--- src/rtl/conv_window_feeder_if.sv ---
// conv_window_feeder_if: pixel stream, window and kernel-engine handshake bundle
//   master: stream source / kernel engine side (drives frame_start, in_pixel, in_valid, kern_done)
//   slave : feeder side (drives in_ready, window, kern_start, frame_done)
interface conv_window_feeder_if #(
    parameter int MAX_KERNEL = 3
);
    logic                                       frame_start;
    logic [7:0]                                 in_pixel;
    logic                                       in_valid;
    logic                                       in_ready;
    logic [MAX_KERNEL-1:0][MAX_KERNEL-1:0][7:0] window;
    logic                                       kern_start;
    logic                                       kern_done;
    logic                                       frame_done;

    modport master (
        output frame_start, in_pixel, in_valid, kern_done,
        input  in_ready, window, kern_start, frame_done
    );

    modport slave (
        input  frame_start, in_pixel, in_valid, kern_done,
        output in_ready, window, kern_start, frame_done
    );
endinterface

--- src/rtl/conv_window_feeder.sv ---
// conv_window_feeder: raster pixel stream -> line buffers + KxK sliding window, one kernel launch per full window
//   clk, n_rst (async, active-low)
//   bus.frame_start/in_pixel/in_valid/kern_done in; bus.in_ready/window/kern_start/frame_done out
module conv_window_feeder #(
    parameter int MAX_KERNEL = 3,
    parameter int IMG_W      = 64,
    parameter int IMG_H      = 64
) (
    input logic                  clk,
    input logic                  n_rst,
    conv_window_feeder_if.slave  bus
);
    localparam int K  = MAX_KERNEL;
    localparam int CW = $clog2(IMG_W);
    localparam int RW = $clog2(IMG_H);

    typedef enum logic [2:0] {IDLE, FILL, LAUNCH, WAIT, FDONE} state_t;

    state_t                    state, state_nx;
    logic [CW-1:0]             col;
    logic [RW-1:0]             row;
    logic [7:0]                lb [K-1][IMG_W];
    logic [K-1:0][K-1:0][7:0]  win;
    logic [K-1:0][7:0]         column;
    logic                      accept, complete, col_last, row_last, last_win;

    // frame_start blocks acceptance so an aborting restart never consumes a pixel
    assign bus.in_ready   = state == FILL && !bus.frame_start;
    assign bus.kern_start = state == LAUNCH && !bus.frame_start;
    assign bus.frame_done = state == FDONE && !bus.frame_start;
    assign bus.window     = win;

    assign accept   = bus.in_valid && bus.in_ready;
    assign col_last = col == CW'(IMG_W - 1);
    assign row_last = row == RW'(IMG_H - 1);
    assign complete = accept && row >= RW'(K - 1) && col >= CW'(K - 1);

    // column entering the window: oldest line on top, live pixel at the bottom
    always_comb begin
        column = '0;
        for (int r = 0; r < K - 1; r++)
            column[r] = lb[K-2-r][col];
        column[K-1] = bus.in_pixel;
    end

    always_ff @(posedge clk or negedge n_rst)
        if (!n_rst)
            state <= IDLE;
        else
            state <= state_nx;

    always_comb begin
        state_nx = state;
        if (bus.frame_start)
            state_nx = FILL;
        else
            case (state)
                FILL:    state_nx = complete ? LAUNCH : FILL;
                LAUNCH:  state_nx = WAIT;
                WAIT:    state_nx = bus.kern_done ? (last_win ? FDONE : FILL) : WAIT;
                FDONE:   state_nx = IDLE;
                default: state_nx = IDLE;
            endcase
    end

    always_ff @(posedge clk or negedge n_rst)
        if (!n_rst) begin
            col      <= '0;
            row      <= '0;
            last_win <= 1'b0;
        end else if (bus.frame_start) begin
            col      <= '0;
            row      <= '0;
            last_win <= 1'b0;
        end else if (accept) begin
            col <= col_last ? '0 : col + 1'b1;
            row <= col_last ? (row_last ? '0 : row + 1'b1) : row;
            if (complete)
                last_win <= row_last && col_last;
        end

    always_ff @(posedge clk or negedge n_rst)
        if (!n_rst) begin
            win <= '0;
            for (int k = 0; k < K - 1; k++)
                for (int x = 0; x < IMG_W; x++)
                    lb[k][x] <= '0;
        end else if (accept) begin
            for (int k = K - 2; k > 0; k--)
                lb[k][col] <= lb[k-1][col];
            lb[0][col] <= bus.in_pixel;
            for (int r = 0; r < K; r++) begin
                for (int c = 0; c < K - 1; c++)
                    win[r][c] <= win[r][c+1];
                win[r][K-1] <= column[r];
            end
        end
endmodule
--- src/flat_wrapper.sv ---
// flat-port wrapper written by rule: the top's interface ports become plain ports
module conv_window_feeder_flat 
#(
    parameter int MAX_KERNEL = 3,
    parameter int IMG_W      = 64,
    parameter int IMG_H      = 64
)
  (clk, n_rst, bus_frame_start, bus_in_pixel, bus_in_valid, bus_kern_done, bus_in_ready, bus_window, bus_kern_start, bus_frame_done);
  conv_window_feeder_if #(.MAX_KERNEL(MAX_KERNEL)) bus_i ();
  input logic clk;
  input logic n_rst;
  input wire logic [$bits(bus_i.frame_start)-1:0] bus_frame_start;
  input wire logic [$bits(bus_i.in_pixel)-1:0] bus_in_pixel;
  input wire logic [$bits(bus_i.in_valid)-1:0] bus_in_valid;
  input wire logic [$bits(bus_i.kern_done)-1:0] bus_kern_done;
  output wire logic [$bits(bus_i.in_ready)-1:0] bus_in_ready;
  output wire logic [$bits(bus_i.window)-1:0] bus_window;
  output wire logic [$bits(bus_i.kern_start)-1:0] bus_kern_start;
  output wire logic [$bits(bus_i.frame_done)-1:0] bus_frame_done;
  assign bus_i.frame_start = bus_frame_start;
  assign bus_i.in_pixel = bus_in_pixel;
  assign bus_i.in_valid = bus_in_valid;
  assign bus_i.kern_done = bus_kern_done;
  assign bus_in_ready = bus_i.in_ready;
  assign bus_window = bus_i.window;
  assign bus_kern_start = bus_i.kern_start;
  assign bus_frame_done = bus_i.frame_done;
  conv_window_feeder #(.MAX_KERNEL(MAX_KERNEL), .IMG_W(IMG_W), .IMG_H(IMG_H)) u_core (.clk(clk), .n_rst(n_rst), .bus(bus_i));
endmodule
--- config.mk ---
export PLATFORM = sky130hd
export DESIGN_NAME = conv_window_feeder_flat
export DESIGN_NICKNAME = d
export VERILOG_FILES = /design/src/rtl/conv_window_feeder_if.sv /design/src/rtl/conv_window_feeder.sv /design/src/flat_wrapper.sv
export SDC_FILE = /design/constraint.sdc
export NUM_CORES = 2
export LEC_CHECK = 0
export CORE_UTILIZATION = 32
export DETAILED_ROUTE_END_ITERATION = 10
export HOLD_SLACK_MARGIN = 0.02
export PLACE_DENSITY = 0.5
export SKIP_LAST_GASP = 1
export SYNTH_ARGS = -nofsm -noshare
export SYNTH_HDL_FRONTEND = slang
export SYNTH_SLANG_ARGS = --single-unit
--- constraint.sdc ---
create_clock -name clk -period 5.65 [get_ports clk]
set_input_delay 1.13 -clock clk [delete_from_list [all_inputs] [get_ports clk]]
set_output_delay 1.13 -clock clk [all_outputs]
set_load 0.03 [all_outputs]
-- Word-level counts from Yosys, hierarchy flattened
Index checks and enable logic that the tools add are counted.
- input port bits: 13
- flip-flop bits (word level): 1112
- muxes and demuxes: 25
- magnitude comparators: 4
- bitwise gates (word level): 1
- equality and inequality tests: 6
- reduce and logical (&&, ||, !) cells: 14
- add/subtract/negate cells: 2
- operators with widths (kind ; count):
    $bwmux 512 ; 2
    $bmux 8 s6 ; 2
    $demux 8 s6 ; 1
    $mux 6 ; 7
    $mux 8 ; 5
    $add 6x1->6 const B ; 2
    $eq 6x6->1 const B ; 2
    $ge 6x2->1 const B ; 2
    $mux 3 ; 3
    $pmux 3 s3 ; 1
    $logic_and 1x1->1 ; 8
    $ge 7x7->1 const B ; 1
    $lt 7x1->1 const B ; 1
    $not 6->7 ; 1
    $eq 3x2->1 const B ; 2
    $reduce_bool 2->1 ; 3
    $reduce_and 2->1 ; 2
    $eq 3x1->1 const B ; 1
    $eq 3x3->1 const B ; 1
    $mux 1 ; 3
    $mux 2 ; 1
    $logic_not 1->1 ; 1

-- Logic depth before layout (Yosys ltp)
- depth after elaboration: 8
- mapped depth: 13

-- Least setup slack after synthesis
OpenSTA, ideal clock, no wires.
- path kind: in2reg
- start point: in bus_frame_start
- end point: reg u_core.lb[288] in the netlist's numbering
- slack: 1508 ps
- buffers on the path: 3
- library setup time: 125 ps
- data required time: 5525 ps
- cell stages on the path: 8
- arrival: 4017 ps
- cells stage by stage: clkbuf_1 -> nor4b_1 -> nand2_1 -> buf_2 -> nor2_2 -> nand2_2 -> clkbuf_1 -> mux2_2
- longest elaborated chain between the ends: 3
- RTL lines (item ; line ; source):
    start, declared ; flat_wrapper.sv:12 ; input wire logic [$bits(bus_i.frame_start)-1:0] bus_frame_start;
    $logic_not 1->1 ; conv_window_feeder.sv:28 ; assign bus.in_ready = state == FILL && !bus.frame_start;
    $logic_and 1x1->1 ; conv_window_feeder.sv:28 ;
    named net bus_in_ready ; flat_wrapper.sv:16 ; output wire logic [$bits(bus_i.in_ready)-1:0] bus_in_ready;
    $logic_and 1x1->1 ; conv_window_feeder.sv:33 ; assign accept = bus.in_valid && bus.in_ready;
    end signal, assigned by index ; conv_window_feeder.sv:90 ; lb[k][col] <= lb[k-1][col];
    end signal, assigned by index ; conv_window_feeder.sv:91 ; lb[0][col] <= bus.in_pixel;
    end, declared ; conv_window_feeder.sv:22 ; logic [7:0] lb [K-1][IMG_W];
The timed path passes the listed nets, and every way through them passes these cells.
A chain may end at the register's enable or synchronous reset.

-- Worst setup path in the final report
- start point: reg u_core.col[1]
- end point: reg u_core.lb[10] in the netlist's numbering
- longest elaborated chain between the ends: 6
- RTL lines (item ; line ; source):
    start, declared ; conv_window_feeder.sv:20 ; logic [CW-1:0] col;
    start signal, assigned ; conv_window_feeder.sv:76 ; col <= col_last ? '0 : col + 1'b1;
    $not 6->7 (implied by the code) * ; conv_window_feeder.sv:90 ;
    $ge 7x7->1 (implied by the code) / $lt 7x1->1 (equally long branches) ; conv_window_feeder.sv:90 ;
    $logic_and 1x1->1 (implied by the code) ; conv_window_feeder.sv:90 ;
    $mux 8 (implied by the code) ; conv_window_feeder.sv:90 ;
    $demux 8 s6 ; conv_window_feeder.sv:90 ;
    $bwmux 512 * ; conv_window_feeder.sv:90 ;
Mark *: on every way between the ends. The rest lies on a longest branch, timed or not. The select of a mux whose other input is x is not followed.

==> metrics.md <==
| Metric | Value |
|---|---|
| H-tree level count | `3` |
| CP Launch Point | `u_core.col[1]` |
| FF-to-FF Start | `u_core.col[1]` |
| CTS root buffer | `clkbuf_16` |
| Post-DRT Antenna Nets | `0` |
| IO Pins | `88` |
| Mapped Area | `0.0507 mm^2` |
| Synthesized flop and latch total | `1112` |
| Most frequent CP cell | `buf_4` |
| P_sw | `5.44 mW` |
| Worst endpoint required time | `6.27 ns` |
| Clock Latency Late Sink | `0.77 ns` |
| Fmax achieved | `217 MHz` |
| Final worst slack | `1.04 ns` |
| Vias per cell | `5.46` |
| Max_slew headroom | `21.4%` |
| CP Cell Sequence | `nand2b_2 > buf_4 > o22a_1 > o21ai_0 > a2111oi_0 > o2111ai_4 > buf_4 > mux2_2` |
| RSZ-0062 raised after global routing | `false` |
| Total track usage | `20.2%` |
| Initial Util | `32.3%` |
| Pin count of the biggest net entering global routing | `143` |
| Post-Synthesis Cells | `3777` |
| Skew final | `0.0354 ns` |
| Ranking of synthesized cells by area | `dfrtp_1 (55%), mux2_2 (23%), mux4_2 (3.1%), mux2i_1 (2.9%), nand2_1 (2.3%)` |
| # DRC | `0` |
| Worst stage delay on the critical path | `0.84 ns` |
| Port Buf Inserts | `87` |
| CTS tree | `done` |
| Net Count, Synth | `3794` |
| Combinational power share | `13.9%` |
| Actual slew at the worst max-slew pin | `1.17 ns` |
| Post-layout nets | `3793` |
| Fin crit share | `81.5%` |
| Layout area overhead | `14.1%` |
| R2R cell count | `8` |
| Total Wirelength | `161000 um` |
| CP max stage cell | `a2111oi_0` |
| Clock Sinks | `1112` |
| Sequential share of the synthesized area | `54.9%` |
| Share of layout cells above drive strength 1 | `39.3%` |
| Die ar. | `0.160 mm^2` |
| Critical path type | `reg -> reg` |
| Initial DRT Pass Iterations | `5` |
| Routability cong. | `0.846` |
| Pwr dens | `336 mW/mm^2` |
| Final worst path period need | `4.61 ns` |
| Critical path peak fanout | `31` |
| Rows | `145` |
| CTS resizes | `0` |
| Clk pwr share | `42.3%` |
| Warnings from Yosys | `0` |
| Initial antenna violation count | `5` |
| Die extent in y | `400 um` |
| Cts bufs inserted | `121` |
| Synth top area share | `54.9%` |
| Total number of vias | `32413` |
| Setup repair bufs after CTS | `0` |
| Max Cap Violations | `0` |
| Final Power | `19.4 mW` |
| Top-count cell post-synth | `dfrtp_1` |
| Post-synth EDFFs | `0` |
| Sequential Power Share | `43.8%` |
| Setup_tns | `0 ns` |
| CP Capture Type | `flop` |
| First-pass GRT wire length | `238000 um` |
| Maximum root-to-sink buffer count | `3` |
| DP HPWL | `100000 um` |
| Avg WL per Cell | `27.1 um` |
| WHS | `0.361 ns` |
| First DRT Iteration DRCs | `2398` |
| CP startpoint kind | `flop` |
| Vias in the first global route | `32846` |
| Die width | `400 um` |
| R2R Setup Slk | `1.04 ns` |
| Post-Place Worst Slack | `1.09 ns` |
| Final setup fails | `0` |
| Ys async rst share | `100%` |
| P_leak | `27.1 nW` |
| Sw Share | `28.0%` |
| Yosys top cell by area | `dfrtp_1` |
| Fin. max-slew vios | `0` |
| Unique cell type count in the Yosys netlist | `69` |
| Grt ovf | `0` |
| Core box area | `0.157 mm^2` |
| Hold Path Class | `in -> async` |
| Worst VDD drop | `0.241 mV` |
| Final Hold Fails | `0` |
| Hold buffers post-CTS | `0` |
| Synth top cells by count | `dfrtp_1 (1112), mux2_2 (1031), nand2_1 (306)` |
| Status | `finished clean` |
| CP Data Arrival Time | `5.23 ns` |
| Mean Syn Cell Area | `13.4 um^2` |
| Clk slew on worst S/H paths | `0.06 ns` |
| Int Pwr | `14.0 mW` |
| Top_reg_cell synth | `dfrtp_1` |
-- state kept, by name, summed over array words and instances, names as in the netlist --
name	count
u_core.bus.window	72
u_core.col	6
u_core.last_win	1
u_core.lb	1024
u_core.row	6
u_core.state	3
-- final timing paths --
path,endpoint
max in group asynchronous,u_core.lb[851]
setup / recovery,u_core.lb[10]
min in group clk,u_core.bus.window[30]
hold / removal,u_core.lb[443]
setup reg to reg,u_core.lb[10]
hold reg to reg,u_core.bus.window[30]
-- layer usage --
metal  global-route usage [%]  routed length [um]
met4                     6.16                4520
met2                     31.3               73600
met1                     28.9               74300
met3                     3.29                8660
met5                        0                  11
-- placed cells by master (no fill, tap or decap), drive strengths merged, types with 9 or more instances in the layout --
cell type,count
and4,20
nor2b,10
buf,148
mux2,1034
o22a,45
a221oi,100
and3,10
nand3,11
a22o,16
o21ai,107
nor2,62
clkbuf,184
a221o,9
inv,9
bufinv,11
nor4b,23
a21oi,40
a22oi,44
nand2,348
a31oi,74
clkinv,21
mux2i,145
mux4,69
clkdlybuf4s50,78
dfrtp,1112
o22ai,33
-- metrics by stage --
| step | cells | utilization [%] | area (um^2) |
|---|---|---|---|
| 2_1_floorplan | 3777 | - | 50700 |
| 3_3_place_gp | 5711 | 34.3 | 53700 |
| 3_5_place_dp | 5711 | 34.3 | 53700 |
| 4_1_cts | 5931 | 36.9 | 57800 |
| 5_1_grt | 5931 | 36.9 | 57800 |
| 6_report | 5932 | 36.9 | 57800 |
-- cell type report --
cell class | instances | area [um^2]
clock buffers | 184 | 3620
clock inverters | 36 | 507
inverters | 6 | 22.5
repair buffers | 226 | 2120
diodes | 1 | 2.50
well taps | 2058 | 2570
multi-input cells | 2309 | 21100
flip-flops and latches | 1112 | 27800
fillers | 15257 | 98900
-- kinds of logic after synthesis --
logic type | Yosys count | share of synthesized area [%]
xor gates and xnor gates | 4 | 0.0691
muxes | 1248 | 28.9
adders and majority gates | 4 | 0.0988
buffers and inverters | 356 | 3.65
AOI/OAI and AO/OA | 527 | 7.40
DFF | 1112 | 54.9
and+or+nand+nor | 526 | 4.97
-- power groups by stage --
stage | combinational [mW] | sequential [mW] | clock, mW
finish | 2.70 | 8.52 | 8.24
global route | 2.86 | 8.55 | 8.76
CTS | 2.71 | 8.52 | 8.45
detailed placement | 2.71 | 8.67 | 0
global placement | 2.70 | 8.66 | 0
floorplan | 1.25 | 8.85 | 0
-- worst max-delay path: cells and delay by family (launching register included) --
family | cells | cell delay [ns]
and+or+nand+nor | 1 | 0.62
buffers and inverters | 2 | 0.88
DFF | 1 | 0.80
muxes | 1 | 0.28
AOI/OAI and AO/OA | 4 | 1.85
No activity file was read; power rests on OpenSTA's default activity.
